==> src/rtl/difftest_commit_packer.sv <==
// difftest_commit_packer
//   Producer side of the difftest commit interface. Registers the per-cycle
//   retire events from the commit stage once, compacts the two commit lanes,
//   assigns running commit indices, encodes LA32R store/load valid masks and
//   byte-aligns store data for DiffBridge.
// Ports
//   clock, reset_n      : core clock, asynchronous active-low reset
//   cmt_*               : two-lane retire information, lane i in bits [i*W +: W]
//   ex_*                : exception / eret event (faulting instr is never a commit)
//   st_* / ld_*         : one store and one load event, tied to a commit lane
//   d_*_0 / d_*_1       : compacted, registered lane outputs
//   d_excp_* .. d_load* : registered exception, store and load outputs
module difftest_commit_packer #(
    parameter int IDX_W   = 8,
    parameter int TIMER_W = 64
) (
    input  logic               clock,
    input  logic               reset_n,
    input  logic [1:0]         cmt_valid,
    input  logic [63:0]        cmt_pc,
    input  logic [63:0]        cmt_instr,
    input  logic [1:0]         cmt_wen,
    input  logic [9:0]         cmt_wdest,
    input  logic [63:0]        cmt_wdata,
    input  logic [1:0]         cmt_mmio,
    input  logic [1:0]         cmt_is_cnt,
    input  logic [1:0]         cmt_tlbfill,
    input  logic [9:0]         cmt_tlbfill_idx,
    input  logic [1:0]         cmt_csr_rstat,
    input  logic [63:0]        cmt_csr_data,
    input  logic               ex_valid,
    input  logic               ex_eret,
    input  logic [10:0]        ex_intr_no,
    input  logic [5:0]         ex_ecode,
    input  logic [31:0]        ex_pc,
    input  logic [31:0]        ex_inst,
    input  logic               st_valid,
    input  logic               st_lane,
    input  logic [1:0]         st_type,
    input  logic [31:0]        st_paddr,
    input  logic [31:0]        st_vaddr,
    input  logic [31:0]        st_data,
    input  logic               ld_valid,
    input  logic               ld_lane,
    input  logic [2:0]         ld_type,
    input  logic [31:0]        ld_paddr,
    input  logic [31:0]        ld_vaddr,
    output logic               d_instrvalid_0,
    output logic [63:0]        d_the_pc_0,
    output logic [31:0]        d_instr_0,
    output logic               d_skip_0,
    output logic               d_is_tlbfill_0,
    output logic [4:0]         d_tlbfill_index_0,
    output logic               d_is_cntinst_0,
    output logic [63:0]        d_timer_64_value_0,
    output logic               d_wen_0,
    output logic [7:0]         d_wdest_0,
    output logic [63:0]        d_wdata_0,
    output logic               d_csr_rstat_0,
    output logic [31:0]        d_csr_data_0,
    output logic [IDX_W-1:0]   d_index_0,
    output logic               d_instrvalid_1,
    output logic [63:0]        d_the_pc_1,
    output logic [31:0]        d_instr_1,
    output logic               d_skip_1,
    output logic               d_is_tlbfill_1,
    output logic [4:0]         d_tlbfill_index_1,
    output logic               d_is_cntinst_1,
    output logic [63:0]        d_timer_64_value_1,
    output logic               d_wen_1,
    output logic [7:0]         d_wdest_1,
    output logic [63:0]        d_wdata_1,
    output logic               d_csr_rstat_1,
    output logic [31:0]        d_csr_data_1,
    output logic [IDX_W-1:0]   d_index_1,
    output logic               d_excp_valid,
    output logic               d_eret,
    output logic [10:0]        d_intr_no,
    output logic [5:0]         d_cause,
    output logic [31:0]        d_exception_pc,
    output logic [31:0]        d_exception_inst,
    output logic [IDX_W-1:0]   d_store_index,
    output logic [7:0]         d_store_valid,
    output logic [63:0]        d_store_paddr,
    output logic [63:0]        d_store_vaddr,
    output logic [63:0]        d_store_data,
    output logic [IDX_W-1:0]   d_load_index,
    output logic [7:0]         d_load_valid,
    output logic [63:0]        d_load_paddr,
    output logic [63:0]        d_load_vaddr
);

    localparam logic [IDX_W-1:0] IDX_ONE = {{(IDX_W-1){1'b0}}, 1'b1};

    typedef struct packed {
        logic               valid;
        logic [31:0]        pc;
        logic [31:0]        instr;
        logic               skip;
        logic               tlbfill;
        logic [4:0]         tlbfill_idx;
        logic               is_cnt;
        logic [TIMER_W-1:0] timer;
        logic               wen;
        logic [4:0]         wdest;
        logic [31:0]        wdata;
        logic               csr_rstat;
        logic [31:0]        csr_data;
        logic [IDX_W-1:0]   index;
    } lane_t;

    typedef struct packed {
        logic        valid;
        logic        eret;
        logic [10:0] intr_no;
        logic [5:0]  cause;
        logic [31:0] pc;
        logic [31:0] inst;
    } excp_t;

    typedef struct packed {
        logic [IDX_W-1:0] index;
        logic [7:0]       mask;
        logic [31:0]      paddr;
        logic [31:0]      vaddr;
        logic [31:0]      data;
    } store_t;

    typedef struct packed {
        logic [IDX_W-1:0] index;
        logic [7:0]       mask;
        logic [31:0]      paddr;
        logic [31:0]      vaddr;
    } load_t;

    function automatic logic [7:0] store_mask(input logic [1:0] t);
        case (t)
            2'd0:    store_mask = 8'h01;
            2'd1:    store_mask = 8'h02;
            2'd2:    store_mask = 8'h04;
            2'd3:    store_mask = 8'h08;
            default: store_mask = 8'h00;
        endcase
    endfunction

    function automatic logic [7:0] load_mask(input logic [2:0] t);
        case (t)
            3'd0:    load_mask = 8'h01;
            3'd1:    load_mask = 8'h02;
            3'd2:    load_mask = 8'h04;
            3'd3:    load_mask = 8'h08;
            3'd4:    load_mask = 8'h10;
            3'd5:    load_mask = 8'h20;
            default: load_mask = 8'h00;
        endcase
    endfunction

    // Place the stored bytes on their byte lanes within the aligned word.
    function automatic logic [31:0] align_store(input logic [1:0] t, input logic [1:0] off,
                                                input logic [31:0] data);
        case (t)
            2'd0:    align_store = {24'h000000, data[7:0]} << {off, 3'b000};
            2'd1:    align_store = {16'h0000, data[15:0]} << {off[1], 4'b0000};
            default: align_store = data;
        endcase
    endfunction

    lane_t              raw_s [2];
    lane_t              lane0_d, lane0_q, lane1_d, lane1_q;
    excp_t              excp_d, excp_q;
    store_t             store_d, store_q;
    load_t              load_d, load_q;
    logic [IDX_W-1:0]   idx_d, idx_q;
    logic [TIMER_W-1:0] timer_d, timer_q;
    logic [IDX_W-1:0]   st_idx_s, ld_idx_s;
    logic [7:0]         ld_mask_s;

    // Per-source-lane field extraction, then compaction onto the output lanes.
    always_comb begin
        for (int i = 0; i < 2; i++) begin
            raw_s[i]             = '0;
            raw_s[i].valid       = 1'b1;
            raw_s[i].pc          = cmt_pc[32*i +: 32];
            raw_s[i].instr       = cmt_instr[32*i +: 32];
            raw_s[i].skip        = cmt_mmio[i] | cmt_is_cnt[i];
            raw_s[i].tlbfill     = cmt_tlbfill[i];
            raw_s[i].tlbfill_idx = cmt_tlbfill_idx[5*i +: 5];
            raw_s[i].is_cnt      = cmt_is_cnt[i];
            raw_s[i].timer       = timer_q;
            // Writes to r0 are architecturally invisible, so never report them.
            raw_s[i].wen         = cmt_wen[i] & (cmt_wdest[5*i +: 5] != 5'd0);
            raw_s[i].wdest       = cmt_wdest[5*i +: 5];
            raw_s[i].wdata       = cmt_wdata[32*i +: 32];
            raw_s[i].csr_rstat   = cmt_csr_rstat[i];
            raw_s[i].csr_data    = cmt_csr_data[32*i +: 32];
        end
        lane0_d = '0;
        lane1_d = '0;
        case (cmt_valid)
            2'b01: begin
                lane0_d       = raw_s[0];
                lane0_d.index = idx_q;
            end
            2'b10: begin
                lane0_d       = raw_s[1];
                lane0_d.index = idx_q;
            end
            2'b11: begin
                lane0_d       = raw_s[0];
                lane0_d.index = idx_q;
                lane1_d       = raw_s[1];
                lane1_d.index = idx_q + IDX_ONE;
            end
            default: begin
                lane0_d = '0;
                lane1_d = '0;
            end
        endcase
        idx_d   = idx_q + IDX_W'(cmt_valid[0]) + IDX_W'(cmt_valid[1]);
        timer_d = timer_q + {{(TIMER_W-1){1'b0}}, 1'b1};
    end

    // Exception, store and load events; memory events attach to their compacted lane index.
    always_comb begin
        excp_d = '0;
        if (ex_valid) begin
            excp_d = '{valid: 1'b1, eret: ex_eret, intr_no: ex_intr_no, cause: ex_ecode,
                       pc: ex_pc, inst: ex_inst};
        end else begin
            excp_d = '0;
        end

        // Lane 1 lands on output lane 1 only when lane 0 also committed.
        st_idx_s = (st_lane & cmt_valid[0]) ? idx_q + IDX_ONE : idx_q;
        ld_idx_s = (ld_lane & cmt_valid[0]) ? idx_q + IDX_ONE : idx_q;
        ld_mask_s = load_mask(ld_type);

        store_d = '0;
        if (st_valid && cmt_valid[st_lane]) begin
            store_d = '{index: st_idx_s, mask: store_mask(st_type), paddr: st_paddr,
                        vaddr: st_vaddr, data: align_store(st_type, st_paddr[1:0], st_data)};
        end else begin
            store_d = '0;
        end

        load_d = '0;
        if (ld_valid && cmt_valid[ld_lane] && (ld_mask_s != 8'h00)) begin
            load_d = '{index: ld_idx_s, mask: ld_mask_s, paddr: ld_paddr, vaddr: ld_vaddr};
        end else begin
            load_d = '0;
        end
    end

    // Output registers, commit index counter and free-running timer.
    always_ff @(posedge clock or negedge reset_n) begin
        if (!reset_n) begin
            lane0_q <= '0;
            lane1_q <= '0;
            excp_q  <= '0;
            store_q <= '0;
            load_q  <= '0;
            idx_q   <= '0;
            timer_q <= '0;
        end else begin
            lane0_q <= lane0_d;
            lane1_q <= lane1_d;
            excp_q  <= excp_d;
            store_q <= store_d;
            load_q  <= load_d;
            idx_q   <= idx_d;
            timer_q <= timer_d;
        end
    end

    assign d_instrvalid_0     = lane0_q.valid;
    assign d_the_pc_0         = {32'h00000000, lane0_q.pc};
    assign d_instr_0          = lane0_q.instr;
    assign d_skip_0           = lane0_q.skip;
    assign d_is_tlbfill_0     = lane0_q.tlbfill;
    assign d_tlbfill_index_0  = lane0_q.tlbfill_idx;
    assign d_is_cntinst_0     = lane0_q.is_cnt;
    assign d_timer_64_value_0 = 64'(lane0_q.timer);
    assign d_wen_0            = lane0_q.wen;
    assign d_wdest_0          = {3'b000, lane0_q.wdest};
    assign d_wdata_0          = {32'h00000000, lane0_q.wdata};
    assign d_csr_rstat_0      = lane0_q.csr_rstat;
    assign d_csr_data_0       = lane0_q.csr_data;
    assign d_index_0          = lane0_q.index;

    assign d_instrvalid_1     = lane1_q.valid;
    assign d_the_pc_1         = {32'h00000000, lane1_q.pc};
    assign d_instr_1          = lane1_q.instr;
    assign d_skip_1           = lane1_q.skip;
    assign d_is_tlbfill_1     = lane1_q.tlbfill;
    assign d_tlbfill_index_1  = lane1_q.tlbfill_idx;
    assign d_is_cntinst_1     = lane1_q.is_cnt;
    assign d_timer_64_value_1 = 64'(lane1_q.timer);
    assign d_wen_1            = lane1_q.wen;
    assign d_wdest_1          = {3'b000, lane1_q.wdest};
    assign d_wdata_1          = {32'h00000000, lane1_q.wdata};
    assign d_csr_rstat_1      = lane1_q.csr_rstat;
    assign d_csr_data_1       = lane1_q.csr_data;
    assign d_index_1          = lane1_q.index;

    assign d_excp_valid       = excp_q.valid;
    assign d_eret             = excp_q.eret;
    assign d_intr_no          = excp_q.intr_no;
    assign d_cause            = excp_q.cause;
    assign d_exception_pc     = excp_q.pc;
    assign d_exception_inst   = excp_q.inst;

    assign d_store_index      = store_q.index;
    assign d_store_valid      = store_q.mask;
    assign d_store_paddr      = {32'h00000000, store_q.paddr};
    assign d_store_vaddr      = {32'h00000000, store_q.vaddr};
    assign d_store_data       = {32'h00000000, store_q.data};

    assign d_load_index       = load_q.index;
    assign d_load_valid       = load_q.mask;
    assign d_load_paddr       = {32'h00000000, load_q.paddr};
    assign d_load_vaddr       = {32'h00000000, load_q.vaddr};

endmodule

==> config.mk <==
export PLATFORM = sky130hd
export DESIGN_NAME = difftest_commit_packer
export DESIGN_NICKNAME = d
export VERILOG_FILES = /design/src/rtl/difftest_commit_packer.sv
export SDC_FILE = /design/constraint.sdc
export NUM_CORES = 1
export LEC_CHECK = 0
export ABC_AREA = 0
export CORE_AREA = 2 2 607 609
export DETAILED_ROUTE_END_ITERATION = 10
export DIE_AREA = 0 0 609 611
export PLACE_DENSITY = 0.3
export REMOVE_ABC_BUFFERS = 1
export SYNTH_ARGS = -nofsm -noshare
export SYNTH_HDL_FRONTEND = slang
export SYNTH_SLANG_ARGS = --single-unit
==> constraint.sdc <==
create_clock -name clock -period 2.5 [get_ports clock]
set_input_delay 0.5 -clock clock [delete_from_list [all_inputs] [get_ports clock]]
set_output_delay 0.5 -clock clock [all_outputs]
set_load 0.005 [all_outputs]
# [After elaboration in Yosys (flattened, before gate mapping)]
# Cells that the tools add are included.
[word_totals] register_bits=779 in_bits=542 output_inout_bits=1001
[classes] add_sub_neg=4 magnitude_cmp=2 n_eq_ne=11 shift=2 n_mux=14 bitwise=6 reduce_logical=9
[op_table] operator="216-bit one-hot mux with 2 select lines" count=1
[op_table] operator="216-bit two-way mux" count=1
[op_table] operator="112-bit two-way mux" count=1
[op_table] operator="83-bit two-way mux" count=1
[op_table] operator="80-bit two-way mux" count=1
[op_table] operator="64-bit by 1-bit adder with 64-bit output, second input constant" count=1
[op_table] operator="32-bit one-hot mux with 2 select lines" count=1
[op_table] operator="6-bit one-hot mux with 6 select lines" count=1
[op_table] operator="8-bit one-hot mux with 4 select lines" count=1
[op_table] operator="16-bit by 5-bit << shifter with 32-bit output" count=1
[op_table] operator="8-bit by 5-bit << shifter with 32-bit output" count=1
[op_table] operator="8-bit by 1-bit adder with 8-bit output" count=2
[op_table] operator="8-bit two-way mux" count=2
[op_table] operator="5-bit nonzero test" count=2
[op_table] operator="8-bit by 1-bit adder with 8-bit output, second input constant" count=1
[op_table] operator="2-bit == test, second input constant" count=4
[op_table] operator="8-bit nonzero test" count=1
[op_table] operator="3-bit by 2-bit == test with 1-bit output, second input constant" count=2
[op_table] operator="3-bit == test, second input constant" count=2
[op_table] operator="1-bit bitwise AND" count=4
[op_table] operator="2-bit by 1-bit == test with 1-bit output, second input constant" count=2
[op_table] operator="1-bit by 2-bit less-than comparator with 1-bit output, second input constant" count=2
[op_table] operator="1-bit two-way mux" count=4
[op_table] operator="3-bit by 1-bit == test with 1-bit output, second input constant" count=1
[op_table] operator="other kinds (5)" count=8

# [Logic depth before layout (Yosys ltp)]
# Gate-level depths: netlist (run 1).
[depth] ltp_word=5 ltp_mapped=7

# [Worst setup path before layout (run 1)]
# No wires, ideal clock.
[synth_path] path_type="in2reg" start="input cmt_valid[0]" end="register store_q, in the netlist d_store_data[16]" t_arrival_ns=1.889 required_ns=2.433 path_slack_ns=0.544 path_stages=7 path_buffers=2 path_cell_list="clkbuf_1 -> inv_1 -> o21ai_0 -> and3_1 -> buf_2 -> nor3b_2 -> a22o_1"
[synth_lines] element="from (decl)" line="19" rtl="input logic [1:0] cmt_valid,"
[synth_lines] element="to (signal assigned)" line="268" rtl="store_q <= store_d;"
[synth_lines] element="to (decl)" line="171" rtl="store_t store_d, store_q;"

# [Worst setup path in the final report (run 1)]
[layout_path] start="register load_q, in the netlist d_load_paddr[19]" end="output d_load_paddr[19]"
[layout_lines] element="from (decl)" line="172" rtl="load_t load_d, load_q;"
[layout_lines] element="from (signal assigned)" line="269" rtl="load_q <= load_d;"
[layout_lines] element="to (decl)" line="89" rtl="output logic [63:0] d_load_paddr,"
# No word-level cell between the ends.

==> metrics, run 1 <==
worst-skew pair later-pin latency 0.83 ns; multi-input combinational cell area 0.00779 mm2; drt drc 0; CP peak stage delay 0.60 ns; critical path launch point type flop; post-placement setup slack -0.148 ns; Final Skew 0.0332 ns; DPL Wire Length 184 mm; RSZ-0062 raised after global routing no; asr flop ratio synth 100%; largest net degree at the start of global routing 118; Vias/cell 2.64; average wire per standard cell 26.4 um; Max-cap violations 0; outcome complete, no violations; H-tree Lvls 3; CP max FO 1; Root Buffer clkbuf_16; post-synthesis sequential area ratio 67.1%; commonest cells after routing, fill and taps aside clkdlybuf4s50_1, dfrtp_1, conb_1, and3_1, a22o_1; Tcrit/Tclk final 96.8%; WP data required 2.00 ns; DR vias 22312; # setup viols final 0; router iterations before antenna repair 5; Post-Synth Adder-Cell Area 0.200%; die width 609 um; Layout area overhead 74.4%; Power Density 672 mW/mm2; post-synthesis cell count 2215; height of the die 611 um; Slew @ Worst Pin 0.989 ns; maximum buffer depth of the clock tree 4; Num Clock Sinks 773; initial antenna violation count 64; commonest non-fill, non-tap cell in the layout clkdlybuf4s50_1; setup ws final 0.0804 ns; Num CTS Buffers 105; Max rail drop VDD 0.000513 V; Nets 4086; Total Die Area 0.372 mm2; final instance area 0.0503 mm2; total wire length 223 mm; Routability Congestion 0.795; number of global-route vias before repair 23773; register area 0.0194 mm2; distinct cell type count after synthesis 45; total power 33700 uW; Critical Path Sink Type output port; Mapped Avg Cell Area 13.0 um2; post-synthesis compound-gate area fraction 5.70%; Total GRT Usage 11.6%; post-synthesis simple-gate area fraction 14.6%; Post-Syn Area 0.0288 mm2; share of synthesized area spent on multiplexers 0%; final hold vios 0; Worst Hold Class input port to flop; post-synthesis xor/xnor area fraction 2.49%; CP delay by family, top buffers and inverters; Tmin final 2.42 ns; Crit Path Class flop to output port; FILL cells 41108; Clock transition at path regs 0.06 ns; GRT Residual Overflow 0; Worst Path Buf+Inv 1; port bufs 1242; slew margin rel. 33.9%; share of layout cells above drive strength 1 9.96%; antenna violation net count after detailed routing 0; critical path, cell by cell clkdlybuf4s50_1; synth warn 0; crit path DAT 1.92 ns; main combinational cell family by area after synthesis simple AND/OR/NAND/NOR gates; prevailing post-synth register cell dfrtp_1; Yosys reg bits 773; Slew Limit Fails 0; number of synthesized flops with an enable pin 0; Placed Cells 8247; fmax 413 MHz; dpl cell area 0.0469 mm2; # rows 222; Ports 1543; non-filler cells, final 8455; Starting Density 7.89%; CTS tree built; leak pwr 0.0222 uW; Core Footprint 0.365 mm2; Detailed Route Iter0 Violations 1242; WHS 0.163 ns; Critical Path Slowest Stage Cell clkdlybuf4s50_1; first-pass GRT wire length 280 mm
[through the flow]
step                TNS [ns]  utilization [%]
CTS                        0             13.8
global placement       -3.33             12.8
detailed placement     -2.08             12.8
finish                     0             13.8
global route               0             13.8
floorplan            -568.51                -
[cells in the mapped netlist (3+ instances only)]
library cell / n / area (um2)
nand3_1: 33 / 165
nor4_2: 7 / 87.6
xor2_1: 39 / 342
a21oi_1: 8 / 40.0
clkbuf_1: 125 / 469
nand4_4: 3 / 63.8
or3_1: 7 / 43.8
nor3_1: 22 / 110
buf_2: 3 / 15.0
nor4_1: 4 / 25.0
nand2_1: 34 / 128
a22o_1: 172 / 1510
nand4_2: 3 / 37.5
ha_1: 3 / 37.5
nor2b_1: 61 / 382
buf_4: 300 / 2250
nand4_1: 12 / 75.1
nor2_1: 86 / 323
o21ai_0: 9 / 45.0
inv_1: 23 / 86.3
dfrtp_1: 773 / 19300
xnor2_1: 43 / 377
and3_1: 262 / 1640
and2_1: 156 / 976
[where the power goes]
| part | internal, uW | switching (uW) | total [uW] |
|---|---|---|---|
| clock | 9050 | 6280 | 15300 |
| combinational | 2270 | 2380 | 4650 |
| sequential | 13100 | 632 | 13800 |
[cells by family after synthesis]
kind of cell               after synthesis
other                                    1
xor gates and xnor gates                82
and+or+nand+nor                        707
AOI/OAI and AO/OA                      195
adders and majority gates                4
buffers and inverters                  453
DFF                                    773
[repair_timing]
item                                    CTS  global route
buffers inserted                          0             0
hold buffers                              2             0
endpoints found under the hold margin    75             0
gates resized for setup                 170             0
endpoints found under the setup margin  155             0
[worst paths after layout]
path,to,slack [ns],start,cells after the start
setup / recovery,d_load_paddr[19],0.08,d_load_paddr[19],1
hold / removal,d_store_vaddr[10],0.16,st_valid,2
setup reg to reg,timer_q[61],0.34,timer_q[9],6
hold reg to reg,timer_q[13],0.51,timer_q[13],1
max in group asynchronous,d_store_vaddr[15],1.10,reset_n,3
min in group asynchronous,d_index_1[3],0.25,reset_n,2
[area by class of cell]
type / count / share of cell area (%)
inverter: 23 / 0.172
clock inverter: 40 / 0.894
tap: 4816 / 12.0
timing repair buffer: 1349 / 26.8
multi-input combinational: 1288 / 15.5
antenna: 23 / 0.115
clock buffer: 143 / 5.87
sequential: 773 / 38.6
[metal layers]
layer | track usage [%] | part of all wire (%) | up-vias | wire, um
li1 | - | - | 9485 | -
met1 | 12.8 | 38 | 11487 | 84000
met2 | 22.3 | 54 | 1119 | 121000
met3 | 3.04 | 6.5 | 213 | 14500
met4 | 1.72 | 1.4 | 8 | 3230
met5 | 0 | 0.022 | - | 48
No activity file was read; power rests on OpenSTA's default activity.
==> run 2: changes to the inputs <==
--- a/config.mk
+++ b/config.mk
@@ -9,6 +9,7 @@
 export CORE_AREA = 2 2 607 609
 export DETAILED_ROUTE_END_ITERATION = 10
 export DIE_AREA = 0 0 609 611
+export HOLD_SLACK_MARGIN = 0.08
 export PLACE_DENSITY = 0.3
 export REMOVE_ABC_BUFFERS = 1
 export SYNTH_ARGS = -nofsm -noshare
==> results of run 2 <==
The final DEF is identical to that of run 1; final timing and power are the same.
==> run 3: changes to the inputs <==
==> constraint.sdc (replaced) <==
create_clock -name clock -period 2.5 [get_ports clock]
set_input_delay 0.5 -clock clock [delete_from_list [all_inputs] [get_ports clock]]
set_output_delay 0.5 -clock clock [all_outputs]
set_load 0.02 [all_outputs]
==> run 3 against run 2 <==
  * Utilization barely moved
  * Clock-buffer cell count grew 3
  * Worst setup slack better by 0.011 ns
  * Non-clock buffer count down 1
  * Final area is essentially flat
  * Global-route usage barely moved
  * Register-to-register slack worse by 0.06 ns
  * First-iteration DRC count decreased by 11%
  * Clock power increased by 4%
  * Die area unchanged
  * Sequential power barely moved
  * Via count grew 0.45%
==> metrics, run 3 (synthesis results as in run 1) <==
Clock transition at path regs 0.06 ns (about the same); hold_sp st_valid; Slew @ Worst Pin 1.08 ns (+0.0910 ns); multi-input combinational cell area 0.00781 mm2 (+0.24%); Core Footprint 0.365 mm2 (unchanged); CP max FO 1 (unchanged); die width 609 um (unchanged); commonest cells after routing, fill and taps aside clkdlybuf4s50_1, dfrtp_1, conb_1, and3_1, dlygate4sd2_1; port bufs 1242 (unchanged); Worst Path Buf+Inv 1 (unchanged); CP peak stage delay 0.68 ns (+0.08 ns); post-layout util 13.8% (about the same); initial antenna violation count 82 (+28%); Ports 1543 (unchanged); Num Clock Sinks 773 (unchanged); Power Density 699 mW/mm2 (+4.1%); critical path, cell by cell clkdlybuf4s50_1; final instance area 0.0503 mm2 (about the same); largest net degree at the start of global routing 95 (-19%); Max rail drop VDD 0.000705 V (+38%); DPL Wire Length 184 mm (-0.10%); Min-Delay Path Depth 2 (unchanged); crit path DAT 1.91 ns (about the same); height of the die 611 um (unchanged); Nets 4089 (+0.073%); Tcrit/Tclk final 96.4% (-0.43 points); maximum buffer depth of the clock tree 4 (unchanged); average wire per standard cell 26.3 um (-0.35%); Critical Path Sink Type output port; Routability Congestion 0.785 (-1.2%); number of global-route vias before repair 23780 (+0.029%); # rows 222 (unchanged); drt drc 0 (unchanged); fmax 415 MHz (+0.44%); router iterations before antenna repair 5 (unchanged); Critical R2R Launch timer_q[11]; # setup viols final 0 (unchanged); H-tree Lvls 3 (unchanged); Reg2Reg Setup Slack 0.28 ns (-0.06 ns); FILL cells 41146 (+0.092%); critical path launch point type flop; Tmin final 2.41 ns (-0.0106 ns); worst-skew pair later-pin latency 0.85 ns (+0.02 ns); Layout area overhead 74.5% (about the same); Final Skew 0.0773 ns (+0.0441 ns); final hold vios 0 (unchanged); share of layout cells above drive strength 1 10.4% (+0.49 points); Crit Path Class flop to output port; WP data required 2.00 ns (about the same); slew margin rel. 27.8% (-6.1 points); Worst Hold Class input port to flop; GRT Residual Overflow 0 (unchanged); hold path endpoint d_store_valid[1]; Vias/cell 2.65 (+0.31%); commonest non-fill, non-tap cell in the layout clkdlybuf4s50_1; Reg2Reg Depth 7 (+1); Root Buffer clkbuf_16; Slew Limit Fails 0 (unchanged); register area 0.0194 mm2 (-0.20%); end of the worst register-to-register path timer_q[55]; leak pwr 0.0226 uW (+2.0%); Starting Density 7.89% (unchanged); DR vias 22412 (+0.45%); dpl cell area 0.0468 mm2 (-0.16%); Total GRT Usage 11.6% (-0.018 points); Critical Path Slowest Stage Cell clkdlybuf4s50_1; RSZ-0062 raised after global routing no; Detailed Route Iter0 Violations 1101 (-11%); Num CTS Buffers 109 (+3.8%); first-pass GRT wire length 280 mm (about the same); CTS tree built; WHS 0.201 ns (+0.0388 ns); outcome complete, no violations; Total Die Area 0.372 mm2 (unchanged); CP delay by family, top buffers and inverters; total wire length 222 mm (-0.21%); Max-cap violations 0 (unchanged); antenna violation net count after detailed routing 0 (unchanged)
## run 3: metal layers
metal	routed length (um)	vias up	GRT usage (%)	share of wire, %
met5	117	-	0	0.053
met4	3060	18	1.60	1.4
met3	14000	224	2.88	6.3
met2	121000	1159	22.3	54
met1	84400	11519	12.8	38
li1	-	9492	-	-
## run 3: how the worst max path moves through the flow
stage               cells past startpoint  slack (ns)        startpoint          endpoint
floorplan                               3       -2.92      cmt_valid[1]   d_csr_data_0[0]
global placement                        6       -0.28       timer_q[11]       timer_q[61]
detailed placement                      6       -0.14       timer_q[11]       timer_q[49]
CTS                                     1      0.0003  d_store_data[16]  d_store_data[16]
global route                            1       0.003    d_the_pc_0[20]    d_the_pc_0[20]
finish                                  1        0.09     d_wdata_1[13]     d_wdata_1[13]
## run 3: through the flow
step,total power [uW],TNS (ns),cells,setup slack [ns]
after floorplan,15500,-568.51,2084,-2.92
after global placement,19900,-1.25,8247,-0.284
after detailed placement,19800,-0.698,8247,-0.144
after CTS,36200,0,8436,0.000300
after global routing,36800,0,8436,0.00306
final,35100,0,8467,0.0911
## run 3: final cells by class
class                           instances  share of cell area, %
Sequential cell                       773                   38.5
Clock inverter                         42                   1.07
Antenna cell                           31                  0.154
Clock buffer                          146                   6.04
Tap cell                             4816                   12.0
Timing Repair Buffer                 1348                   26.5
Multi-Input combinational cell       1288                   15.5
Inverter                               23                  0.172
## run 3: where the power goes
part           internal, uW  switching, uW
Clock                  9520           6350
Sequential            13100            617
Combinational          2210           3320
## run 3: worst register-to-register path: stages, from the launching register on
cell and delay, ns:
dfrtp_1 0.44, nand3_2 0.21, buf_4 0.23, nor4_4 0.25, buf_4 0.22, nand4_4 0.28
nor3_1 0.32, xor2_1 0.16
## run 3: timing repair
action | in CTS | in global routing
setup endpoints to repair | 228 | 5
pin swaps | 0 | 0
hold endpoints to repair | 140 | 0
gates resized for setup | 252 | 3
gates cloned | 0 | 0
setup buffers | 0 | 0
hold buffers | 1 | 0
